File: config.mk
export PLATFORM = sky130hd
export DESIGN_NAME = multi_controller
export DESIGN_NICKNAME = d
export VERILOG_FILES = /design/src/rtl/multi_controller.sv
export SDC_FILE = /design/constraint.sdc
export NUM_CORES = 1
export LEC_CHECK = 0
export ABC_AREA = 1
export CORE_MARGIN = 5
export CORE_UTILIZATION = 55
export DETAILED_ROUTE_END_ITERATION = 10
export DONT_BUFFER_PORTS = 1
export GPL_TIMING_DRIVEN = 0
export PLACE_DENSITY = 0.7
export RECOVER_POWER = 50
export SYNTH_ARGS = -nofsm -noshare
export SYNTH_HDL_FRONTEND = slang
export SYNTH_SLANG_ARGS = --single-unit
File: constraint.sdc
create_clock -name clk -period 4.67 [get_ports clk]
set_input_delay 1.1675 -clock clk [delete_from_list [all_inputs] [get_ports clk]]
set_output_delay 1.1675 -clock clk [all_outputs]
set_load 0.1 [all_outputs]
File: src/rtl/multi_controller.sv
// Control FSM for the multicycle MIPS datapath.
// Sequences fetch/decode/execute and counts retired instructions.
module multi_controller #(
  parameter int CNT_W        = 32,
  parameter bit ILLEGAL_HALT = 1'b1
) (
  input  logic             clk,
  input  logic             rst,
  input  logic [5:0]       operation,
  input  logic [5:0]       func,
  input  logic             zero,
  output logic             instr_reg_we,
  output logic             instr_or_data,
  output logic             pc_reg_we,
  output logic [1:0]       pc_src,
  output logic [1:0]       alu_src_a,
  output logic [2:0]       alu_src_b,
  output logic [2:0]       alu_controller,
  output logic             reg_we,
  output logic             reg_write_addr,
  output logic             reg_write_data,
  output logic             mem_we,
  output logic             halted,
  output logic [CNT_W-1:0] retired
);

  typedef enum logic [3:0] {
    S_FETCH   = 4'd0,
    S_DECODE  = 4'd1,
    S_MEM_ADR = 4'd2,
    S_MEM_RD  = 4'd3,
    S_MEM_WB  = 4'd4,
    S_MEM_WR  = 4'd5,
    S_R_EXEC  = 4'd6,
    S_R_WB    = 4'd7,
    S_I_EXEC  = 4'd8,
    S_I_WB    = 4'd9,
    S_BRANCH  = 4'd10,
    S_JUMP    = 4'd11,
    S_JR      = 4'd12,
    S_ILLEGAL = 4'd13,
    S_HALT    = 4'd14
  } state_t;

  localparam logic [2:0] ALU_AND = 3'b000;
  localparam logic [2:0] ALU_OR  = 3'b001;
  localparam logic [2:0] ALU_ADD = 3'b010;
  localparam logic [2:0] ALU_SLL = 3'b011;
  localparam logic [2:0] ALU_SRL = 3'b100;
  localparam logic [2:0] ALU_SUB = 3'b110;
  localparam logic [2:0] ALU_SLT = 3'b111;

  state_t     r_state;
  state_t     w_nxt;
  state_t     w_dec_nxt;
  logic [2:0] w_dec_alu;
  logic       w_dec_shift;
  logic [2:0] r_alu;
  logic       r_shift;
  logic       r_lw;
  logic       r_bne;
  logic       w_retire;
  logic [CNT_W-1:0] r_retired;

  logic w_op_r;
  logic w_op_mem;
  logic w_op_imm;
  logic w_op_br;
  logic w_op_j;

  assign w_op_r   = (operation == 6'b000000);
  assign w_op_mem = (operation == 6'b100011) |
                    (operation == 6'b101011);
  assign w_op_imm = (operation == 6'b001000) |
                    (operation == 6'b001010);
  assign w_op_br  = (operation == 6'b000100) |
                    (operation == 6'b000101);
  assign w_op_j   = (operation == 6'b000010);

  // Opcode/func decode used on the DECODE edge
  always_comb begin
    w_dec_nxt   = S_ILLEGAL;
    w_dec_alu   = ALU_ADD;
    w_dec_shift = 1'b0;
    unique case (1'b1)
      w_op_r: begin
        w_dec_nxt = S_R_EXEC;
        case (func)
          6'b100000: w_dec_alu = ALU_ADD;
          6'b100010: w_dec_alu = ALU_SUB;
          6'b100100: w_dec_alu = ALU_AND;
          6'b100101: w_dec_alu = ALU_OR;
          6'b101010: w_dec_alu = ALU_SLT;
          6'b000000: begin
            w_dec_alu   = ALU_SLL;
            w_dec_shift = 1'b1;
          end
          6'b000010: begin
            w_dec_alu   = ALU_SRL;
            w_dec_shift = 1'b1;
          end
          6'b001000: w_dec_nxt = S_JR;
          default:   w_dec_nxt = S_ILLEGAL;
        endcase
      end
      w_op_mem: w_dec_nxt = S_MEM_ADR;
      w_op_imm: begin
        w_dec_nxt = S_I_EXEC;
        w_dec_alu = operation[1] ? ALU_SLT : ALU_ADD;
      end
      w_op_br: w_dec_nxt = S_BRANCH;
      w_op_j:  w_dec_nxt = S_JUMP;
      default: w_dec_nxt = S_ILLEGAL;
    endcase
  end

  // Latch decoded instruction class so later states are pure Moore
  always_ff @(posedge clk or negedge rst) begin
    if (!rst) begin
      r_alu   <= ALU_ADD;
      r_shift <= 1'b0;
      r_lw    <= 1'b0;
      r_bne   <= 1'b0;
    end else if (r_state == S_DECODE) begin
      r_alu   <= w_dec_alu;
      r_shift <= w_dec_shift;
      r_lw    <= (operation == 6'b100011);
      r_bne   <= (operation == 6'b000101);
    end
  end

  // State register
  always_ff @(posedge clk or negedge rst) begin
    if (!rst) r_state <= S_FETCH;
    else      r_state <= w_nxt;
  end

  // Next-state logic
  always_comb begin
    w_nxt = S_FETCH;
    case (r_state)
      S_FETCH:   w_nxt = S_DECODE;
      S_DECODE:  w_nxt = w_dec_nxt;
      S_MEM_ADR: w_nxt = r_lw ? S_MEM_RD : S_MEM_WR;
      S_MEM_RD:  w_nxt = S_MEM_WB;
      S_MEM_WB:  w_nxt = S_FETCH;
      S_MEM_WR:  w_nxt = S_FETCH;
      S_R_EXEC:  w_nxt = S_R_WB;
      S_R_WB:    w_nxt = S_FETCH;
      S_I_EXEC:  w_nxt = S_I_WB;
      S_I_WB:    w_nxt = S_FETCH;
      S_BRANCH:  w_nxt = S_FETCH;
      S_JUMP:    w_nxt = S_FETCH;
      S_JR:      w_nxt = S_FETCH;
      S_ILLEGAL: w_nxt = ILLEGAL_HALT ? S_HALT : S_FETCH;
      S_HALT:    w_nxt = S_HALT;
      default:   w_nxt = S_FETCH;
    endcase
  end

  // States that complete an instruction
  always_comb begin
    w_retire = 1'b0;
    case (r_state)
      S_MEM_WB, S_MEM_WR, S_R_WB, S_I_WB,
      S_BRANCH, S_JUMP, S_JR: w_retire = 1'b1;
      default:                w_retire = 1'b0;
    endcase
  end

  // Retired-instruction counter, wraps naturally
  always_ff @(posedge clk or negedge rst) begin
    if (!rst)          r_retired <= '0;
    else if (w_retire) r_retired <= r_retired + CNT_W'(1);
  end

  assign retired = r_retired;

  // Per-state datapath controls, forced low while in reset
  always_comb begin
    instr_reg_we   = 1'b0;
    instr_or_data  = 1'b0;
    pc_reg_we      = 1'b0;
    pc_src         = 2'd0;
    alu_src_a      = 2'd0;
    alu_src_b      = 3'd0;
    alu_controller = ALU_AND;
    reg_we         = 1'b0;
    reg_write_addr = 1'b0;
    reg_write_data = 1'b0;
    mem_we         = 1'b0;
    halted         = 1'b0;
    case (r_state)
      S_FETCH: begin
        instr_reg_we   = 1'b1;
        alu_src_b      = 3'd1;
        alu_controller = ALU_ADD;
        pc_reg_we      = 1'b1;
      end
      S_DECODE: begin
        alu_src_b      = 3'd3;
        alu_controller = ALU_ADD;
      end
      S_MEM_ADR: begin
        alu_src_a      = 2'd1;
        alu_src_b      = 3'd2;
        alu_controller = ALU_ADD;
      end
      S_MEM_RD: begin
        alu_src_a      = 2'd1;
        alu_src_b      = 3'd2;
        alu_controller = ALU_ADD;
        instr_or_data  = 1'b1;
      end
      S_MEM_WB: begin
        reg_we         = 1'b1;
        reg_write_data = 1'b1;
      end
      S_MEM_WR: begin
        alu_src_a      = 2'd1;
        alu_src_b      = 3'd2;
        alu_controller = ALU_ADD;
        instr_or_data  = 1'b1;
        mem_we         = 1'b1;
      end
      S_R_EXEC, S_R_WB: begin
        alu_src_a      = r_shift ? 2'd2 : 2'd1;
        alu_src_b      = r_shift ? 3'd4 : 3'd0;
        alu_controller = r_alu;
        reg_we         = (r_state == S_R_WB);
        reg_write_addr = (r_state == S_R_WB);
      end
      S_I_EXEC, S_I_WB: begin
        alu_src_a      = 2'd1;
        alu_src_b      = 3'd2;
        alu_controller = r_alu;
        reg_we         = (r_state == S_I_WB);
      end
      S_BRANCH: begin
        alu_src_a      = 2'd1;
        alu_controller = ALU_SUB;
        pc_src         = 2'd1;
        pc_reg_we      = r_bne ? ~zero : zero;
      end
      S_JUMP: begin
        pc_src    = 2'd2;
        pc_reg_we = 1'b1;
      end
      S_JR: begin
        pc_src    = 2'd3;
        pc_reg_we = 1'b1;
      end
      S_HALT:  halted = 1'b1;
      default: ;
    endcase
    if (!rst) begin
      instr_reg_we   = 1'b0;
      instr_or_data  = 1'b0;
      pc_reg_we      = 1'b0;
      pc_src         = 2'd0;
      alu_src_a      = 2'd0;
      alu_src_b      = 3'd0;
      alu_controller = ALU_AND;
      reg_we         = 1'b0;
      reg_write_addr = 1'b0;
      reg_write_data = 1'b0;
      mem_we         = 1'b0;
      halted         = 1'b0;
    end
  end

endmodule

==> summary by stage, run 1 <==
Clocking
CTS saw between 40 and 50 sinks. The root buffer cell chosen for the clock tree is sky130_fd_sc_hd__clkbuf_8. The number of gates resized after CTS was 0. The CTS tree is done. The deepest clock path buffer count is 2. The total setup buffers inserted after CTS is 0. The number of buffers inserted during clock tree synthesis is 5. For this design, the CTS-stage hold fixing added 0 buffers. The clock latency reported for the late side of the worst-skew pair is between 0.2 and 0.3 ns.

The H-tree level count is 2. The clock slew seen by the registers of the worst setup and hold paths is 0.08 ns.

Synthesis
The number of standard cells after synthesis is 498. The synthesis-stage register bit count is 42. Sorting the synthesized cells by area gives the leading types as sky130_fd_sc_hd__dfrtp_1 33%, sky130_fd_sc_hd__nand2_1 26%, sky130_fd_sc_hd__nor2_1 10%.

After synthesis, the mean cell area works out to 6.191 sq um. Yosys printed 0 warnings. Of the post-synthesis cell area, the dominant cell type holds 0.3328. The share of the yosys chip area belonging to registers is 0.3413.

The synthesized netlist contains 31 unique library cells. The synthesized design spends more area on one cell type than any other, namely sky130_fd_sc_hd__dfrtp_1. The post-synth design cell area is 3083 sq um. When the netlist entered floorplanning its net count stood at 514.

Global routing
The number of antenna violations at the first check in global routing was 0. The number of global-route vias before repair is 2,818. The maximum number of pins on one net before global-route repair is 44. The first global-routing pass estimated 13,570 um of wire. The residual overflow from global routing is 0. The aggregate global-route resource usage is 0.2338.

Power and ir drop
The analysis attributes to cell leakage a power of 1.628 nW. IR analysis of the VDD net gives a maximum drop of ~370 uV. The cell area power density is 511.0 nW/um^2. Total power for the finished layout comes to 1.739 mW.

Flow run
The max-cap violation count is 0.

Floorplan
Measured along the x axis, the die boundary spans 84.87 um. For this design the top-level I/O count stands at 65. The initial utilization of the core area, before any placement, comes to 0.5633. The floorplan step set the die height to 84.87 um. The core region area is ~5500 sq um.

The number of placement rows is 27. The die covers ~7200 sq um.

Timing
The minimum clock period is 4.087 ns. Across all setup checks in the final design, the least slack found is 0.5832 ns. For the final database, setup skew stands at 0.009402 ns.

The max-slew violation count came to 0. The normalized max-slew margin is 0.1244. The fmax is 244.7 MHz. Setup repair after global routing left no endpoint under its margin. Setup violations remaining at the end of the flow were counted as 0. The final number of hold-violating endpoints is 0. The final critical-path share of the clock period is 0.8751.

The actual slew at the worst max-slew pin is 1.309 ns.

Detailed routing
The pre-antenna-repair detailed-routing pass consisted of 4 iterations. The total length of routed wires is 8003 um. The first routing iteration left 218 violations. Dividing the detail-routed wire length by the instance count gives 13.75 um. In the routed layout, each cell is associated on average with a via count of approximately 5.2. The via total after detailed routing is 3,033. The remaining antenna violation count after routing is 0. The remaining design rule violation count is 0.

Layout
After the flow finishes, the layout carries non-filler instances totaling 582. The final layout contains 525 nets. The area growth from synthesis to layout is 10.35%. The final standard cell area without fillers is between 3000 and 4000 sq um. Of the cells placed in the final design, the portion with a size suffix greater than 1 is 0.1000. The post-route core utilization is 0.6216. The antenna cell count is 0.

Place
The pre-CTS setup slack is 0.6570 ns. The last weighted congestion value of the routability-driven placer is 0.9865. Once placement finished, the instance area stood at 3304 sq um. The placed cell count is 574.

The number of buffers added on ports is 0. After legalization and detailed placement, the total HPWL measured 6372 um.

Setup path
The worst path required time is 3.50 ns. The arrival time at the worst endpoint is 2.92 ns. Among cell families on the critical path, the largest total delay comes from compound AO/OA/AOI/OAI gates. The worst setup path is of the flop to primary output kind. The largest stage delay on the critical path is ~0.95 ns. The slowest library cell on the worst path is sky130_fd_sc_hd__a21oi_2.

The critical path buffer and inverter count is 2. The signal on the critical path passes through nor2_1 -> inv_1 -> nor2_1 -> inv_1 -> a21oi_2. The worst-path maximum fanout is 10. STA classifies the critical path endpoint as a primary output. The type of element launching the critical path is a flop.

Status
The run finished with clean final reports.

Worst hold path
The path category of the worst min-delay check is flop to flop.
[final cells by class]
class	count	area, sq um
Sequential cell	42	1052
Inverter	44	165.2
Timing Repair Buffer	4	60.06
Tap cell	72	90.09
Fill cell	549	2071
Buffer	8	65.06
Clock buffer	8	110.1
Multi-Input combinational cell	404	1859
[cell usage after synthesis (all sizes together)]
library cell,instances
a21oi,17
a31oi,3
and3,1
buf,7
clkbuf,1
clkinv,1
dfrtp,41
dfstp,1
ha,1
inv,43
nand2,213
nand3,24
nand3b,12
nand4,5
nor2,94
nor3,8
o21ai,11
o31ai,1
or2,1
xnor2,5
xor2,8
[where the power goes]
part / internal [mW] / switching, mW / total (mW) / leakage (nW)
registers: 0.403 / 0.233 / 0.636 / 0.569
logic: 0.194 / 0.636 / 0.830 / 1.00
clock network: 0.149 / 0.123 / 0.272 / 0.0575
total: 0.746 / 0.993 / 1.74 / 1.63
[layout by cell type (no fill, tap or decap), types with 2 or more instances in the layout]
| cell type | count |
|---|---|
| sky130_fd_sc_hd__nand2_1 | 210 |
| sky130_fd_sc_hd__nor2_1 | 83 |
| sky130_fd_sc_hd__dfrtp_1 | 41 |
| sky130_fd_sc_hd__inv_1 | 40 |
| sky130_fd_sc_hd__nand3_1 | 24 |
| sky130_fd_sc_hd__nand3b_1 | 12 |
| sky130_fd_sc_hd__o21ai_0 | 11 |
| sky130_fd_sc_hd__a21oi_1 | 10 |
| sky130_fd_sc_hd__nor2_2 | 9 |
| sky130_fd_sc_hd__xor2_1 | 8 |
| sky130_fd_sc_hd__clkbuf_8 | 8 |
| sky130_fd_sc_hd__a21oi_2 | 7 |
| sky130_fd_sc_hd__buf_8 | 6 |
| sky130_fd_sc_hd__nor3_2 | 5 |
| sky130_fd_sc_hd__xnor2_1 | 5 |
| sky130_fd_sc_hd__nand4_1 | 4 |
| sky130_fd_sc_hd__inv_2 | 3 |
| sky130_fd_sc_hd__clkbuf_1 | 3 |
| sky130_fd_sc_hd__nor3_1 | 3 |
| sky130_fd_sc_hd__nor2_4 | 2 |
| sky130_fd_sc_hd__a31oi_2 | 2 |
| sky130_fd_sc_hd__nand2_2 | 2 |
[worst min-delay path: cells and delay by family (launching register included)]
family / cells / cell delay, ns
flip-flops: 1 / 0.37
AND/OR/NAND/NOR: 2 / 0.13
[flip-flops by register name, indices dropped and copies added, names as in the netlist]
name	count
r_state	4
r_bne	1
r_lw	1
retired	32
r_alu	3
r_shift	1
[metal layers]
layer | GRT usage | up-vias | share of wire
li1 | - | 1578 | -
met1 | 0.3532 | 1332 | 0.48
met2 | 0.3338 | 105 | 0.41
met3 | 0.05243 | 18 | 0.090
met4 | 0.06619 | 0 | 0.025
met5 | 0 | - | 0
[through the flow]
step	setup TNS, ns	hold slack, ns
finish	0	0.5205
global route	0	0.5349
CTS	0	0.5172
detailed placement	0	0.4963
global placement	-0.1685	0.4965
floorplan	0	0.4534
[final timing paths]
path                            start           end  slack [ns]  cells past startpoint
min                              r_lw          r_lw        0.52                      2
max reg2reg                retired[0]   retired[14]        2.10                      7
min reg2reg                      r_lw          r_lw        0.52                      2
max in group asynchronous         rst      r_alu[1]        3.93                      0
max                        r_state[3]  alu_src_b[1]        0.58                      5
min in group asynchronous         rst       r_shift        0.57                      0
[logic make-up (layout without fill, tap and decap cells)]
| family | after synthesis | after routing | synth area share |
|---|---|---|---|
| AOI/OAI and AO/OA | 32 | 32 | 0.05398 |
| xor gates and xnor gates | 13 | 13 | 0.03693 |
| adders and majority gates | 1 | 1 | 0.004058 |
| buffers and inverters | 52 | 64 | 0.07549 |
| DFF | 42 | 42 | 0.3413 |
| and+or+nand+nor | 358 | 358 | 0.4882 |
(Power assumes the default switching activity.)
==> inputs of run 2 (changes only) <==
--- a/config.mk
+++ b/config.mk
@@ -5,8 +5,7 @@
 export SDC_FILE = /design/constraint.sdc
 export NUM_CORES = 1
 export LEC_CHECK = 0
-export ABC_AREA = 1
-export CORE_MARGIN = 5
+export CORE_MARGIN = 4
 export CORE_UTILIZATION = 55
 export DETAILED_ROUTE_END_ITERATION = 10
 export DONT_BUFFER_PORTS = 1
==> summary by stage, run 2 <==
Synthesis
The post-synth design cell area is 2750 sq um. For this run, the register share of the synthesized area comes to 0.3826. The number of warnings printed during yosys synthesis is 0. The share of the synthesized area in compound gates (AO/OA/AOI/OAI) is 0.1237. Of all flip-flops after synthesis, the portion carrying an async set or reset was 1.000. The commonest cells after synthesis are 41 x sky130_fd_sc_hd__dfrtp_1, 29 x sky130_fd_sc_hd__xor2_1, 25 x sky130_fd_sc_hd__nand2_1. After synthesis, the share of cell area in mux cells is 0.01137. In the synthesized netlist, the number of instances is 294.

The synthesized design contains 42 register bits. The cell type contributing the most total cell area after synthesis is sky130_fd_sc_hd__dfrtp_1. The synthesized netlist contains 61 unique library cells.

The post-synthesis share of cell area spent on and, or, nand and nor gates is 0.3244. After synthesis, the cell types taking the most area are sky130_fd_sc_hd__dfrtp_1 37%, sky130_fd_sc_hd__xor2_1 9.2%, sky130_fd_sc_hd__nand2_1 3.4%. Of the total synthesized cell area, the portion taken by full adders, half adders and majority gates is 0.004550. The combinational family with the most area after synthesis is simple AND/OR/NAND/NOR gates.

The average footprint of a synthesized cell is 9.354 sq um. The xor and xnor area share after synthesis is 0.1051. The most used flip-flop cell after synthesis is sky130_fd_sc_hd__dfrtp_1. Counting every net in the synthesized netlist gives 310.

The top-area cell type share of the netlist area is 0.3731. The count of flip-flops with a built-in enable after synthesis is 0. The cell with the most instances after synthesis is sky130_fd_sc_hd__dfrtp_1.

Timing
Setup repair after global routing left no endpoint under its margin. The final number of hold-violating endpoints is 0. The final setup TNS is 0 ns. Subtracting the final worst setup slack from the clock period gives around 4 ns. Of the available clock period, the critical path in the final layout requires 0.8537. The actual slew at the worst max-slew pin is 1.224 ns. The setup clock skew after layout is about 0.012 ns.

In this run the tightest slew margin relative to its limit is 0.1848. The final-report setup violation count is 0. The max-slew violation count was 0. The fmax is 250.8 MHz.

Clocking
The clock sink count is 42. The number of setup buffers added after CTS is 0. The number of clock buffers added by TritonCTS is 5. In this run, post-CTS repair resized a total of 0 instances. The clock latency reported for the late side of the worst-skew pair is about 0.3 ns. The hold buffer count at cts is 0.

The library cell used as clock root buffer is sky130_fd_sc_hd__clkbuf_8. The clock passes through at most 2 buffers. The CTS tree is done.

After clock tree synthesis, the clock-pin slew on the worst setup and hold paths is roughly 0.08 ns. The H-tree was split into 2 levels.

Floorplan
The number of placement rows is 25. The die area is between 6000 and 7000 sq um. The core region is 4786 sq um.

For this configuration, the core starts out at a cell density of 0.5746. From left edge to right edge, the die measures 78.71 um. The number of top-level pins is between 60 and 70. In this run the vertical extent of the chip is roughly 80 um.

Setup path
The family of cells with the greatest summed delay on the critical path is simple AND/OR/NAND/NOR gates. Walking the worst path, the cells encountered are clkbuf_1 -> or2_1 -> clkbuf_1 -> nor3b_4 -> buf_16 -> buf_1 -> nor2b_2. The number of buffers and inverters on the critical path is 4. Data on the critical path is required at its endpoint by 3.50 ns.

The arrival time at the worst endpoint is 2.82 ns. The worst-path maximum fanout is 10. The classification of the worst setup path is flop to primary output.

For this design, the slowest cell found on the critical path is sky130_fd_sc_hd__nor2b_2. The critical path's most frequent cell is sky130_fd_sc_hd__clkbuf_1. The worst setup path is captured at a primary output. On the worst path, the slowest cell contributes a delay of 0.84 ns. The type of element launching the critical path is a flop.

Layout
The antenna cell count is 0. In the layout the commonest cells are 41 x sky130_fd_sc_hd__dfrtp_1, 29 x sky130_fd_sc_hd__xor2_1, 25 x sky130_fd_sc_hd__nand2_1. The final net count is 320. Leaving out fill and tap cells, the most frequent cell in the layout is sky130_fd_sc_hd__dfrtp_1. The signed area change from the synthesized netlist to the final layout is 9.372%. Fill cells in the final layout number 431. The final standard cell area without fillers is 3008 sq um.

The number of flip-flops in the largest register is 32. The proportion of layout cells with a drive suffix above 1 is 0.1344. Registers take 1052 sq um. The area of the multi-input gates is 1608 sq um.

Worst hold path
The path category of the worst min-delay check is flop to flop.

Place
After detailed placement, the total cell area comes to 2923 sq um. The last weighted congestion value of the routability-driven placer is 0.8748. Input and output buffers added on the ports amount to 0. Detailed placement ended at an HPWL of around 4600 um.

Detailed routing
For this run, the detailed router's first-pass iteration total came to 4. In this run the remaining antenna-violating nets after routing total 0. For this run, design rule violations remaining after detail routing come to 0. In the final routed layout, each cell accounts on average for 17.07 um. The routed layout has roughly 2,300 vias. The detail-routed via count per cell is 6.142. The total length of routed wires is ~6300 um. After the first detailed-routing iteration, the DRC count stood at 213.

Global routing
The maximum number of pins on one net before global-route repair is 47. The met1 track utilization from global routing is 0.3117. Across every metal layer, demand over resource in global routing totals 0.2131. In this run the most used layer during global routing was met1. The number of antenna violations at the first check in global routing came to 0. In the global route stage, met2 resource usage came out at 0.3014. For met3 alone, demand over resource in global routing was 0.06803. The first global-routing pass estimated 10,510 um of wire. The number of global-route vias before repair is 2,086.

Summed over all layers, the global routing overflow is 0.

Flow run
The max-cap violation count is 0.

Power and ir drop
The combinational group share of total power is 0.481. Summed over all cells, the static leakage comes to 1.343 nW. Of the total power, the share spent switching nets is 0.5776. The internal power is 0.7308 mW.

The cell area power density is 575.1 nW/um^2. The clock network fraction of total power is 0.138. The worst-case vdd ir drop is 375.9 uV. The analysis attributes to net switching a power of between 0.9 and 1 mW. The share of power burned in registers is 0.381.

Status
The flow ran to the end, and the final reports show no timing, DRC or antenna violations.
run 2: worst paths after layout:
kind                            start      endpoint  slack, ns  depth (start not counted)
max in group asynchronous         rst      r_alu[1]       3.93                          0
hold reg to reg                  r_lw          r_lw       0.51                          2
min in group asynchronous         rst    retired[6]       0.55                          0
hold / removal                   r_lw          r_lw       0.51                          2
setup reg to reg           retired[3]   retired[24]       1.98                          6
setup / recovery           r_state[3]  instr_reg_we       0.68                          7
run 2: final cells by class:
| type | count | share of cell area |
|---|---|---|
| buffer | 21 | 0.03494 |
| clock buffer | 5 | 0.02288 |
| timing repair buffer | 3 | 0.01539 |
| sequential | 42 | 0.3498 |
| tap | 67 | 0.02787 |
| clock inverter | 3 | 0.007072 |
| inverter | 6 | 0.007488 |
| multi-input combinational | 225 | 0.5345 |
run 2: power groups by stage:
stage | registers (mW) | clock network (mW) | logic [mW]
5_1_grt | 0.671 | 0.260 | 0.905
6_report | 0.660 | 0.239 | 0.832
2_1_floorplan | 0.648 | 0 | 0.681
4_1_cts | 0.659 | 0.246 | 0.840
3_3_place_gp | 0.664 | 0 | 0.794
3_5_place_dp | 0.666 | 0 | 0.838
run 2: tightest hold or removal path: stages, from the launching register on:
cell and delay, ns:
sky130_fd_sc_hd__dfrtp_1 0.37, sky130_fd_sc_hd__nand2_1 0.06, sky130_fd_sc_hd__o31ai_1 0.05
run 2: stage by stage:
| step | hold WS (ns) | total power [mW] | setup slack, ns | util | std cells |
|---|---|---|---|---|---|
| after global routing | 0.5341 | 1.836 | 0.5350 | 0.6285 | 372 |
| final | 0.5131 | 1.730 | 0.6831 | 0.6285 | 372 |
| after floorplan | 0.4620 | 1.329 | 0.07829 | - | 294 |
| after CTS | 0.5125 | 1.744 | 0.8404 | 0.6295 | 372 |
| after detailed placement | 0.4932 | 1.505 | 0.9505 | 0.6107 | 364 |
| after global placement | 0.5004 | 1.458 | 0.03722 | 0.5937 | 361 |
run 2: cells by family (layout without fill, tap and decap cells):
family,count (synthesis),after routing
and+or+nand+nor,141,141
xor gates and xnor gates,33,33
AOI/OAI and AO/OA,47,47
DFF,42,42
buffers and inverters,27,38
adders and majority gates,1,1
muxes,3,3
run 2: routing by layer:
metal,wire (um),part of all wire,vias to the layer above
li1,-,-,1102
met4,72,0.011,0
met3,594,0.094,12
met2,2765,0.44,92
met5,0,0,-
met1,2917,0.46,1079
==> inputs of run 3 (changes only) <==
--- a/config.mk
+++ b/config.mk
@@ -5,12 +5,12 @@
 export SDC_FILE = /design/constraint.sdc
 export NUM_CORES = 1
 export LEC_CHECK = 0
+export BUFFER_PORTS_ARGS = -buffer_cell sky130_fd_sc_hd__buf_2
 export CORE_MARGIN = 4
 export CORE_UTILIZATION = 55
 export DETAILED_ROUTE_END_ITERATION = 10
-export DONT_BUFFER_PORTS = 1
 export GPL_TIMING_DRIVEN = 0
-export PLACE_DENSITY = 0.7
+export PLACE_DENSITY = 0.81
 export RECOVER_POWER = 50
 export SYNTH_ARGS = -nofsm -noshare
 export SYNTH_HDL_FRONTEND = slang
==> summary by stage, run 3 (synthesis results as in run 2) <==
Global routing
The residual overflow from global routing is 0. The aggregate global-route resource usage is 0.2241. The number of antenna violations at the first check in global routing was 0. The global-route wire length before repair is 11,070 um.

The number of global-route vias before repair is 2,317. The maximum number of pins on one net before global-route repair is 47.

Place
The congestion estimate from routability-driven global placement came to around 0.93. After detailed placement, the total cell area comes to 3162 sq um. Buffers placed on the I/O ports in this run total 64. The detailed placement HPWL is 4861 um.

Detailed routing
In the final routed layout, each cell accounts on average for 15.41 um. The routed design has 6674 um of wire. The detailed router finished its first iteration with 208 violations. The first TritonRoute pass finished after 4 iterations. Across all layers, the routed design uses 2,495 vias.

The remaining design rule violation count is 0. In this run the remaining antenna-violating nets after routing total 0. Using the TritonRoute via totals, the vias-per-cell ratio works out to 5.762.

Setup path
The classification of the worst setup path is input pin to primary output. For the worst flop-to-flop path, the logic depth is 7. The critical path startpoint is rst. The worst path required time is 3.50 ns. The nature of the critical path endpoint is a primary output.

Of all nets on the critical path, the largest fanout is 46. STA classifies the critical path startpoint as an input pin. In this run the critical register-to-register path is launched from r_state[3]. The arrival time at the worst endpoint is 3.04 ns.

Flow run
Across the run, the number of max-cap violations was 0.

Clocking
Clock-pin slew was measured on the worst setup and hold paths at 0.08 ns. In this run the deepest clock path goes through 2 buffers. The CTS tree is done. In this run the post-CTS setup repair buffer count came out at 0. The number of gates resized after CTS was 0. The later pin in the worst-skew pair is clocked with a latency of approximately 0.3 ns. The H-tree level count is 2. The hold buffer count at cts is 0.

The clock sink count is 42. The library cell used as clock root buffer is sky130_fd_sc_hd__clkbuf_8. Clock tree synthesis inserted a total of 5 buffers.

Timing
The setup clock skew after layout is about 0.0050 ns. After layout, the minimum clock period comes to 4.207 ns. The final number of hold-violating endpoints is 0.

Timing would allow up to 237.7 MHz. The actual slew at the worst max-slew pin is 0.9714 ns. Setup violations remaining at the end of the flow were counted as 0.

The normalized max-slew margin is 0.3524. Setup repair after global routing left no endpoint under its margin. The final setup TNS is 0 ns. Dividing the final minimum period by the clock period gives 0.9009. The max-slew violation count is 0. The worst slack on hold paths is approximately 0.48 ns.

Power and ir drop
In this run the power density over the cells is 545.7 nW/um^2. For this design the static power due to leakage is 1.609 nW. The worst-case vdd ir drop is 266.4 uV.

Worst hold path
The startpoint of the lowest-slack hold path is retired[31]. The worst hold path stage count is 1. The tightest min-delay check is of the flop to flop type.

Floorplan
The core region area is 4786 sq um. The die covers between 6000 and 7000 sq um. The initial cell density of the core is 0.5746. In this run the core area contains 25 standard-cell rows. The number of top-level pins is 65. The die width is 78.71 um.

The floorplan die height is a little under 80 um.

Layout
The number of flip-flops in the largest register is 32. Leaving out fill and tap cells, the most frequent cells in the layout are 64 x sky130_fd_sc_hd__buf_2, 41 x sky130_fd_sc_hd__dfrtp_1, 29 x sky130_fd_sc_hd__xor2_1. 0 antenna diodes ended up in the layout.

The final standard cell area without fillers is 3158 sq um. The proportion of layout cells with a drive suffix above 1 is 0.2240. The commonest non-fill, non-tap cell in the layout is sky130_fd_sc_hd__buf_2. The final net count is 381.

Compared with the post-synthesis result, the final layout area differs by 14.83%.

Status
The flow ran to the end, and the final reports show no timing, DRC or antenna violations.
run 3: changes by cell type in the layout (fill, tap and decap cells not counted), sizes merged:
cell	previous run	this run
buf	10	69
clkbuf	19	22
clkinvlp	1	0
run 3: power breakdown:
| part | leakage, nW | internal, mW | total, mW | switching, mW |
|---|---|---|---|---|
| Sequential | 0.564 | 0.413 | 0.469 | 0.0563 |
| Clock | 0.0452 | 0.105 | 0.232 | 0.126 |
| Combinational | 0.999 | 0.227 | 1.02 | 0.795 |
| Total | 1.61 | 0.745 | 1.72 | 0.978 |
run 3: layer usage:
layer | vias to the layer above | global-route usage | share of wire
met5 | - | 0 | 0
met4 | 0 | 0.05245 | 0.0046
met3 | 4 | 0.04649 | 0.057
met2 | 68 | 0.3693 | 0.48
met1 | 1214 | 0.3030 | 0.45
li1 | 1209 | - | -
run 3: stage by stage:
| step | power [mW] | cells | worst slack [ns] | utilization |
|---|---|---|---|---|
| 2_1_floorplan | 1.329 | 294 | 0.07829 | - |
| 6_report | 1.723 | 433 | 0.4626 | 0.6599 |
| 5_1_grt | 1.819 | 433 | 0.2693 | 0.6599 |
| 3_5_place_dp | 1.525 | 425 | 0.4691 | 0.6607 |
| 4_1_cts | 1.756 | 433 | 0.4755 | 0.6787 |
| 3_3_place_gp | 1.517 | 425 | 0.4675 | 0.6607 |
run 3: final timing paths:
kind,to,slack [ns]
min in group asynchronous,retired[25],1.02
hold / removal,retired[31],0.48
max in group asynchronous,retired[27],3.05
setup reg to reg,retired[31],2.22
setup / recovery,pc_src[0],0.46
hold reg to reg,retired[31],0.48
run 3: worst max-delay path, stage by stage:
cell	delay [ns]
sky130_fd_sc_hd__buf_2	0.71
sky130_fd_sc_hd__clkbuf_1	0.37
sky130_fd_sc_hd__nand3_1	0.16
sky130_fd_sc_hd__nor2_1	0.14
sky130_fd_sc_hd__buf_2	0.44
run 3: final cells by class:
cell class | count | area (sq um)
clock inverters | 2 | 13.76
clock buffers | 6 | 72.57
fillers | 419 | 1628
repair buffers | 64 | 319.1
plain buffers | 21 | 103.9
multi-input cells | 225 | 1490
inverters | 6 | 22.52
well taps | 67 | 83.83
flip-flops and latches | 42 | 1052
